File: config.mk
export PLATFORM = sky130hd
export DESIGN_NAME = exp_pipe
export DESIGN_NICKNAME = d
export VERILOG_FILES = /design/src/rtl/exp_pkg.sv /design/src/rtl/exp_lane.sv /design/src/rtl/exp_pipe.sv
export SDC_FILE = /design/constraint.sdc
export NUM_CORES = 2
export LEC_CHECK = 0
export CORE_MARGIN = 2
export CORE_UTILIZATION = 55
export DETAILED_ROUTE_END_ITERATION = 8
export PLACE_DENSITY = 0.77
export SLEW_MARGIN = 20
export SYNTH_ARGS = -nofsm -noshare
export SYNTH_HDL_FRONTEND = slang
export SYNTH_SLANG_ARGS = --single-unit
File: constraint.sdc
create_clock -name clk -period 6.9 [get_ports clk]
set_input_delay 1.38 -clock clk [delete_from_list [all_inputs] [get_ports clk]]
set_output_delay 1.38 -clock clk [all_outputs]
set_load 0.05 [all_outputs]
File: src/rtl/exp_pkg.sv
// Shared types, constants and lookup tables for the bf16 exp pipeline.
// Optional status outputs are enabled by defining EXP_PIPE_STATUS_EN.
package exp_pkg;

  // Per-lane operand class, decided in the first stage
  typedef enum logic [1:0] {
    CLS_LO  = 2'd0,
    CLS_MID = 2'd1,
    CLS_HI  = 2'd2,
    CLS_NAN = 2'd3
  } exp_cls_e;

  // Exponent window served by the lookup tables
  localparam logic [7:0] EXP_LO = 8'd121;
  localparam logic [7:0] EXP_HI = 8'd133;

  localparam logic [15:0] BF16_NAN  = 16'h7FC0;
  localparam logic [15:0] BF16_PINF = 16'h7F80;
  localparam logic [15:0] BF16_ONE  = 16'h3F80;
  localparam logic [15:0] BF16_ZERO = 16'h0000;

  // Tables indexed by e - EXP_LO; entries 13..15 are padding so any 4-bit index is defined
  localparam logic [15:0] BASE_P [16] = '{
    16'h3F82, 16'h3F84, 16'h3F88, 16'h3F91, 16'h3FA4, 16'h3FD3, 16'h402D,
    16'h40EC, 16'h425A, 16'h453A, 16'h4B07, 16'h568F, 16'h6DA1,
    16'h0000, 16'h0000, 16'h0000
  };
  localparam logic [15:0] OFF_P [16] = '{
    16'd2, 16'd4, 16'd9, 16'd19, 16'd47, 16'd90, 16'd191,
    16'd366, 16'd736, 16'd1485, 16'd2952, 16'd5906, 16'd11817,
    16'd0, 16'd0, 16'd0
  };
  // base_n = bf16(exp(-2^(e-127))), off_n = base_n[e] - base_n[e+1]
  localparam logic [15:0] BASE_N [16] = '{
    16'h3F7C, 16'h3F78, 16'h3F70, 16'h3F62, 16'h3F47, 16'h3F1B, 16'h3EBC,
    16'h3E0B, 16'h3C96, 16'h39B0, 16'h33F2, 16'h2864, 16'h114B,
    16'h0000, 16'h0000, 16'h0000
  };
  localparam logic [15:0] OFF_N [16] = '{
    16'd4, 16'd8, 16'd14, 16'd27, 16'd44, 16'd95, 16'd177,
    16'd373, 16'd742, 16'd1470, 16'd2958, 16'd5913, 16'd4427,
    16'd0, 16'd0, 16'd0
  };

  function automatic exp_cls_e classify(input logic [7:0] e, input logic [6:0] m);
    if (e == 8'hFF && m != 7'd0) return CLS_NAN;
    else if (e > EXP_HI)         return CLS_HI;
    else if (e < EXP_LO)         return CLS_LO;
    else                         return CLS_MID;
  endfunction

  function automatic logic [3:0] tbl_idx(input logic [7:0] e);
    logic [7:0] d;
    d = e - EXP_LO;
    return d[3:0];
  endfunction

endpackage

File: src/rtl/exp_lane.sv
// One bf16 exp lane: classify, table lookup + multiply, add/subtract + select.
// Stage loads are commanded by the parent; ovf/unf exist only with EXP_PIPE_STATUS_EN.
module exp_lane
  import exp_pkg::*;
(
  input  logic        clk,
  input  logic        rst_n,
  input  logic        s1_en,
  input  logic        s2_en,
  input  logic        s3_en,
  input  logic [15:0] x,
  output logic [15:0] y
`ifdef EXP_PIPE_STATUS_EN
  ,
  output logic        ovf,
  output logic        unf
`endif
);

  exp_cls_e    cls_in;
  logic [3:0]  idx_in;

  exp_cls_e    cls1_reg;
  logic        sign1_reg;
  logic [3:0]  idx1_reg;
  logic [6:0]  man1_reg;

  logic [15:0] base_sel;
  logic [15:0] off_sel;
  logic [22:0] prod;

  exp_cls_e    cls2_reg;
  logic        sign2_reg;
  logic [15:0] base2_reg;
  logic [15:0] frac2_reg;

  logic [15:0] sum;
  logic [16:0] diff;
  logic [15:0] y_next;
  logic [15:0] y_reg;

  // Classify the raw operand; non-MID classes use index 0 so the lookup stays defined
  always_comb begin
    cls_in = classify(x[14:7], x[6:0]);
    idx_in = (cls_in == CLS_MID) ? tbl_idx(x[14:7]) : 4'd0;
  end

  // S1: capture class, sign, table index and mantissa
  always_ff @(posedge clk or negedge rst_n) begin
    if (!rst_n) begin
      cls1_reg  <= CLS_LO;
      sign1_reg <= 1'b0;
      idx1_reg  <= 4'd0;
      man1_reg  <= 7'd0;
    end else if (s1_en) begin
      cls1_reg  <= cls_in;
      sign1_reg <= x[15];
      idx1_reg  <= idx_in;
      man1_reg  <= x[6:0];
    end
  end

  // Sign picks the positive or negative table; the fraction is the top 16 bits of m*off
  always_comb begin
    base_sel = sign1_reg ? BASE_N[idx1_reg] : BASE_P[idx1_reg];
    off_sel  = sign1_reg ? OFF_N[idx1_reg]  : OFF_P[idx1_reg];
    prod     = 23'(man1_reg) * 23'(off_sel);
  end

  // S2: hold base and truncated fraction for the final add/subtract
  always_ff @(posedge clk or negedge rst_n) begin
    if (!rst_n) begin
      cls2_reg  <= CLS_LO;
      sign2_reg <= 1'b0;
      base2_reg <= 16'd0;
      frac2_reg <= 16'd0;
    end else if (s2_en) begin
      cls2_reg  <= cls1_reg;
      sign2_reg <= sign1_reg;
      base2_reg <= base_sel;
      frac2_reg <= prod[22:7];
    end
  end

  // Result select; a borrow out of the negative-side subtraction clamps to zero
  always_comb begin
    sum  = base2_reg + frac2_reg;
    diff = {1'b0, base2_reg} - {1'b0, frac2_reg};
    case (cls2_reg)
      CLS_NAN: y_next = BF16_NAN;
      CLS_HI:  y_next = sign2_reg ? BF16_ZERO : BF16_PINF;
      CLS_LO:  y_next = BF16_ONE;
      default: y_next = sign2_reg ? (diff[16] ? BF16_ZERO : diff[15:0]) : sum;
    endcase
  end

  // S3: output register, reset to zero
  always_ff @(posedge clk or negedge rst_n) begin
    if (!rst_n)
      y_reg <= 16'd0;
    else if (s3_en)
      y_reg <= y_next;
  end

  assign y = y_reg;

`ifdef EXP_PIPE_STATUS_EN
  logic ovf_next, unf_next, ovf_reg, unf_reg;

  // Saturation flags travel with the result they describe
  always_comb begin
    ovf_next = (cls2_reg == CLS_HI) && !sign2_reg;
    unf_next = ((cls2_reg == CLS_HI) && sign2_reg) ||
               ((cls2_reg == CLS_MID) && sign2_reg && diff[16]);
  end

  // Flag registers aligned with y_reg
  always_ff @(posedge clk or negedge rst_n) begin
    if (!rst_n) begin
      ovf_reg <= 1'b0;
      unf_reg <= 1'b0;
    end else if (s3_en) begin
      ovf_reg <= ovf_next;
      unf_reg <= unf_next;
    end
  end

  assign ovf = ovf_reg;
  assign unf = unf_reg;
`endif

endmodule

File: src/rtl/exp_pipe.sv
// Three-stage bf16 exp(x) pipeline over LANES lanes with valid/ready handshake
// and bubble collapsing. EXP_PIPE_STATUS_EN adds out_ovf/out_unf/sat_count.
module exp_pipe
  import exp_pkg::*;
#(
  parameter int LANES = 4,
  parameter int TAG_W = 4
)
(
  input  logic                  clk,
  input  logic                  rst_n,
  input  logic                  in_valid,
  output logic                  in_ready,
  input  logic [16*LANES-1:0]   in_data,
  input  logic [TAG_W-1:0]      in_tag,
  output logic                  out_valid,
  input  logic                  out_ready,
  output logic [16*LANES-1:0]   out_data,
  output logic [TAG_W-1:0]      out_tag
`ifdef EXP_PIPE_STATUS_EN
  ,
  output logic [LANES-1:0]      out_ovf,
  output logic [LANES-1:0]      out_unf,
  output logic [15:0]           sat_count
`endif
);

  logic             v1_reg, v2_reg, v3_reg;
  logic [TAG_W-1:0] tag1_reg, tag2_reg, tag3_reg;
  logic             ready1, ready2, ready3;
  logic             ld1, ld2, ld3;

  // A stage is ready when empty or when its occupant moves on this cycle
  always_comb begin
    ready3 = ~v3_reg | out_ready;
    ready2 = ~v2_reg | ready3;
    ready1 = ~v1_reg | ready2;
    ld1    = in_valid & ready1;
    ld2    = v1_reg & ready2;
    ld3    = v2_reg & ready3;
  end

  assign in_ready  = ready1;
  assign out_valid = v3_reg;
  assign out_tag   = tag3_reg;

  // Stage valid bits advance whenever the stage is ready
  always_ff @(posedge clk or negedge rst_n) begin
    if (!rst_n) begin
      v1_reg <= 1'b0;
      v2_reg <= 1'b0;
      v3_reg <= 1'b0;
    end else begin
      if (ready1) v1_reg <= in_valid;
      if (ready2) v2_reg <= v1_reg;
      if (ready3) v3_reg <= v2_reg;
    end
  end

  // Tags ride alongside the lane data, loaded only with real beats
  always_ff @(posedge clk or negedge rst_n) begin
    if (!rst_n) begin
      tag1_reg <= '0;
      tag2_reg <= '0;
      tag3_reg <= '0;
    end else begin
      if (ld1) tag1_reg <= in_tag;
      if (ld2) tag2_reg <= tag1_reg;
      if (ld3) tag3_reg <= tag2_reg;
    end
  end

  genvar gi;
  generate
    for (gi = 0; gi < LANES; gi++) begin : g_lane
      exp_lane u_lane (
        .clk   (clk),
        .rst_n (rst_n),
        .s1_en (ld1),
        .s2_en (ld2),
        .s3_en (ld3),
        .x     (in_data[16*gi +: 16]),
        .y     (out_data[16*gi +: 16])
`ifdef EXP_PIPE_STATUS_EN
        ,
        .ovf   (out_ovf[gi]),
        .unf   (out_unf[gi])
`endif
      );
    end
  endgenerate

`ifdef EXP_PIPE_STATUS_EN
  logic [15:0] sat_count_reg, sat_count_next;

  // Count delivered beats carrying any saturation flag, sticking at FFFF
  always_comb begin
    sat_count_next = sat_count_reg;
    if (v3_reg && out_ready && ((|out_ovf) || (|out_unf)) && sat_count_reg != 16'hFFFF)
      sat_count_next = sat_count_reg + 16'd1;
  end

  // Saturation counter register
  always_ff @(posedge clk or negedge rst_n) begin
    if (!rst_n)
      sat_count_reg <= 16'd0;
    else
      sat_count_reg <= sat_count_next;
  end

  assign sat_count = sat_count_reg;
`endif

endmodule

==> impl_metrics.env <==
export IMPL_min_period_over_period=0.961
export IMPL_grt_max_degree=157
export IMPL_layout_common_cells="nand2_1, inv_1, ha_1"
export IMPL_vias_per_cell=5.84
export IMPL_synth_area_leader_cell="dfrtp_1"
export IMPL_irDropWorstVdd_v=0.000228
export IMPL_place_inst=4658
export IMPL_cts_buffer_depth=3
export IMPL_cts_hold_buf=0
export IMPL_port_buffers=141
export IMPL_dieArea_mm2=0.0597
export IMPL_end_kind="flip-flop"
export IMPL_drive_gt1_frac=0.0452
export IMPL_diodes=0
export IMPL_worst_slack_ns=0.266
export IMPL_cts_buffers=36
export IMPL_via_count=27562
export IMPL_skew_ns=0.0263
export IMPL_fp_coreArea_mm2=0.0575
export IMPL_syn_inst=3884
export IMPL_antenna_found_initial=1
export IMPL_final_common_cell="nand2_1"
export IMPL_fp_dieH_um=244
export IMPL_status="finished clean"
export IMPL_syn_area_per_cell_um2=8.19
export IMPL_drtPass1Iterations=6
export IMPL_synth_ff_type="dfrtp_1"
export IMPL_clk_latency_ns=0.57
export IMPL_slew_violations=0
export IMPL_power_frac_comb=0.456
export IMPL_tns_ns=0
export IMPL_stdcell_count=4722
export IMPL_async_flop_share=1.00
export IMPL_clk_pin_slew_ns=0.06
export IMPL_p_switching_mw=3.32
export IMPL_syn_num_nets=4521
export IMPL_hold_viol_final=0
export IMPL_rsz0062_at_grt="no"
export IMPL_gp_congestion=0.942
export IMPL_clockRootBuffer="clkbuf_16"
export IMPL_fin_crit_ns=6.63
export IMPL_area_growth_pct=10.5
export IMPL_swShare=0.429
export IMPL_critPathKind="flip-flop to flip-flop"
export IMPL_overflow=0
export IMPL_crit_required_ns=7.35
export IMPL_holdWs_ns=0.465
export IMPL_hp_class="flip-flop to flip-flop"
export IMPL_cp_start_kind="flip-flop"
export IMPL_power_internal_mw=4.43
export IMPL_netlist_area_mm2=0.0318
export IMPL_critPathMaxFanout=9
export IMPL_setup_viol=0
export IMPL_fp_dieW_um=244
export IMPL_detail_route_wl_per_cell_um=17.4
export IMPL_grt_pass1_wl_um=137000
export IMPL_synth_seq_area_share=0.213
export IMPL_post_place_ws_ns=0.357
export IMPL_timing_fmax_ghz=0.151
export IMPL_cap_violations=0
export IMPL_synthTopCellsByArea="dfrtp_1, fa_1, ha_1"
export IMPL_p_clk_frac=0.252
export IMPL_grt_usage=0.276
export IMPL_yosys_warnings=0
export IMPL_routed_wirelength_um=82300
export IMPL_initial_core_util=0.553
export IMPL_slew_headroom=0.357
export IMPL_cp_arrival_ns=7.09
export IMPL_postCtsSetupRepairBufs=0
export IMPL_worstMarginPinSlew_ns=0.964
export IMPL_synth_top_area_frac=0.213
export IMPL_powerDensity_mw_per_mm2=221
export IMPL_dpl_cell_area_mm2=0.0339
export IMPL_drc=0
export IMPL_cts_tree="built"
export IMPL_post_dp_hpwl_um=63200
export IMPL_power_frac_seq=0.293
export IMPL_clock_sinks=271
export IMPL_fp_row_count=88
export IMPL_ios=142
export IMPL_final_antenna_net_count=0
export IMPL_synthDistinctLibCells=92
export IMPL_grt_pass1_vias=26694
export IMPL_drtIter0Drc=2173
export IMPL_h_tree_depth=2
export IMPL_fin_area_mm2=0.0351
export IMPL_ys_ff_latch=271
export IMPL_nNetsFinal=4568
export IMPL_p_leak_nw=16.8
export IMPL_synth_edf_count=0
## final timing paths
check	cells past startpoint	from	slack, ns	end
worst min-delay path	2	tag1_reg[0]	0.46	tag2_reg[0]
worst min register to register	2	tag1_reg[0]	0.46	tag2_reg[0]
worst max-delay path	22	g_lane[1].u_lane.idx1_reg[0]	0.27	g_lane[1].u_lane.frac2_reg[13]
max in group asynchronous	2	rst_n	4.62	g_lane[1].u_lane.man1_reg[6]
worst max register to register	22	g_lane[1].u_lane.idx1_reg[0]	0.27	g_lane[1].u_lane.frac2_reg[13]
min in group asynchronous	1	rst_n	0.84	g_lane[2].u_lane.y[14]
## power groups by stage
stage	clock, mW	sequential [mW]	combinational, mW
floorplan	0	2.52	2.21
global placement	0	2.28	3.45
detailed placement	0	2.29	3.51
CTS	1.99	2.27	3.53
global route	2.05	2.32	3.92
finish	1.95	2.27	3.53
## final cells by class
cell class / count / area (µm²)
Tap cell: 765 / 957
Clock inverter: 15 / 210
Multi-Input combinational cell: 3027 / 22800
Clock buffer: 49 / 1010
Sequential cell: 271 / 6780
Timing Repair Buffer: 200 / 1880
Inverter: 395 / 1480
Fill cell: 5079 / 22300
## layer usage
metal	track usage	vias to the layer above	part of all wire
li1	-	13275	-
met1	0.376	13286	0.43
met2	0.460	836	0.48
met3	0.0396	163	0.060
met4	0.0784	2	0.027
met5	0	-	0.00016
## cell usage after synthesis (60+ instances only)
cell type	number
nor2_1	194
clkbuf_1	150
a21oi_1	228
nand2b_1	60
fa_1	240
o21ai_0	257
ha_1	325
nand2_1	584
inv_1	393
nand3_1	64
nor3_1	82
dfrtp_1	271
and2_1	221
## stage by stage
step	total power [mW]	util
after CTS	7.79	0.611
after floorplan	4.73	-
after global placement	5.73	0.590
after detailed placement	5.80	0.590
final	7.75	0.612
after global routing	8.29	0.612
## cells by family after synthesis
group | Yosys count | share of synthesized area
buf+inv | 586 | 0.0698
xor+xnor | 105 | 0.0289
simple gates | 1392 | 0.210
fa+ha+maj | 565 | 0.279
flops | 271 | 0.213
mux | 16 | 0.00614
compound gates | 949 | 0.193
## worst max-delay path, cell delays in order, from the launching register on
cell and delay (ns):
dfrtp_1 0.50, inv_1 0.22, ha_1 0.29, nand2_1 0.13, or3b_2 0.49, and3_1 0.25, and2_1 0.20, fa_1 0.51
fa_1 0.53, fa_1 0.54, inv_1 0.05, fa_1 0.53, inv_1 0.04, ha_1 0.21, or2_2 0.31, o32ai_1 0.34
nor2_1 0.06, o21ai_0 0.34, o21a_4 0.23, o31ai_2 0.10, a21bo_2 0.27, a211o_1 0.30, o221ai_1 0.08
## timing repair
action,4_1_cts,5_1_grt
gates resized for setup,0,4
endpoints found under the hold margin,0,0
setup endpoints to repair,0,7
Note: power is estimated with default switching activity, not from simulation.
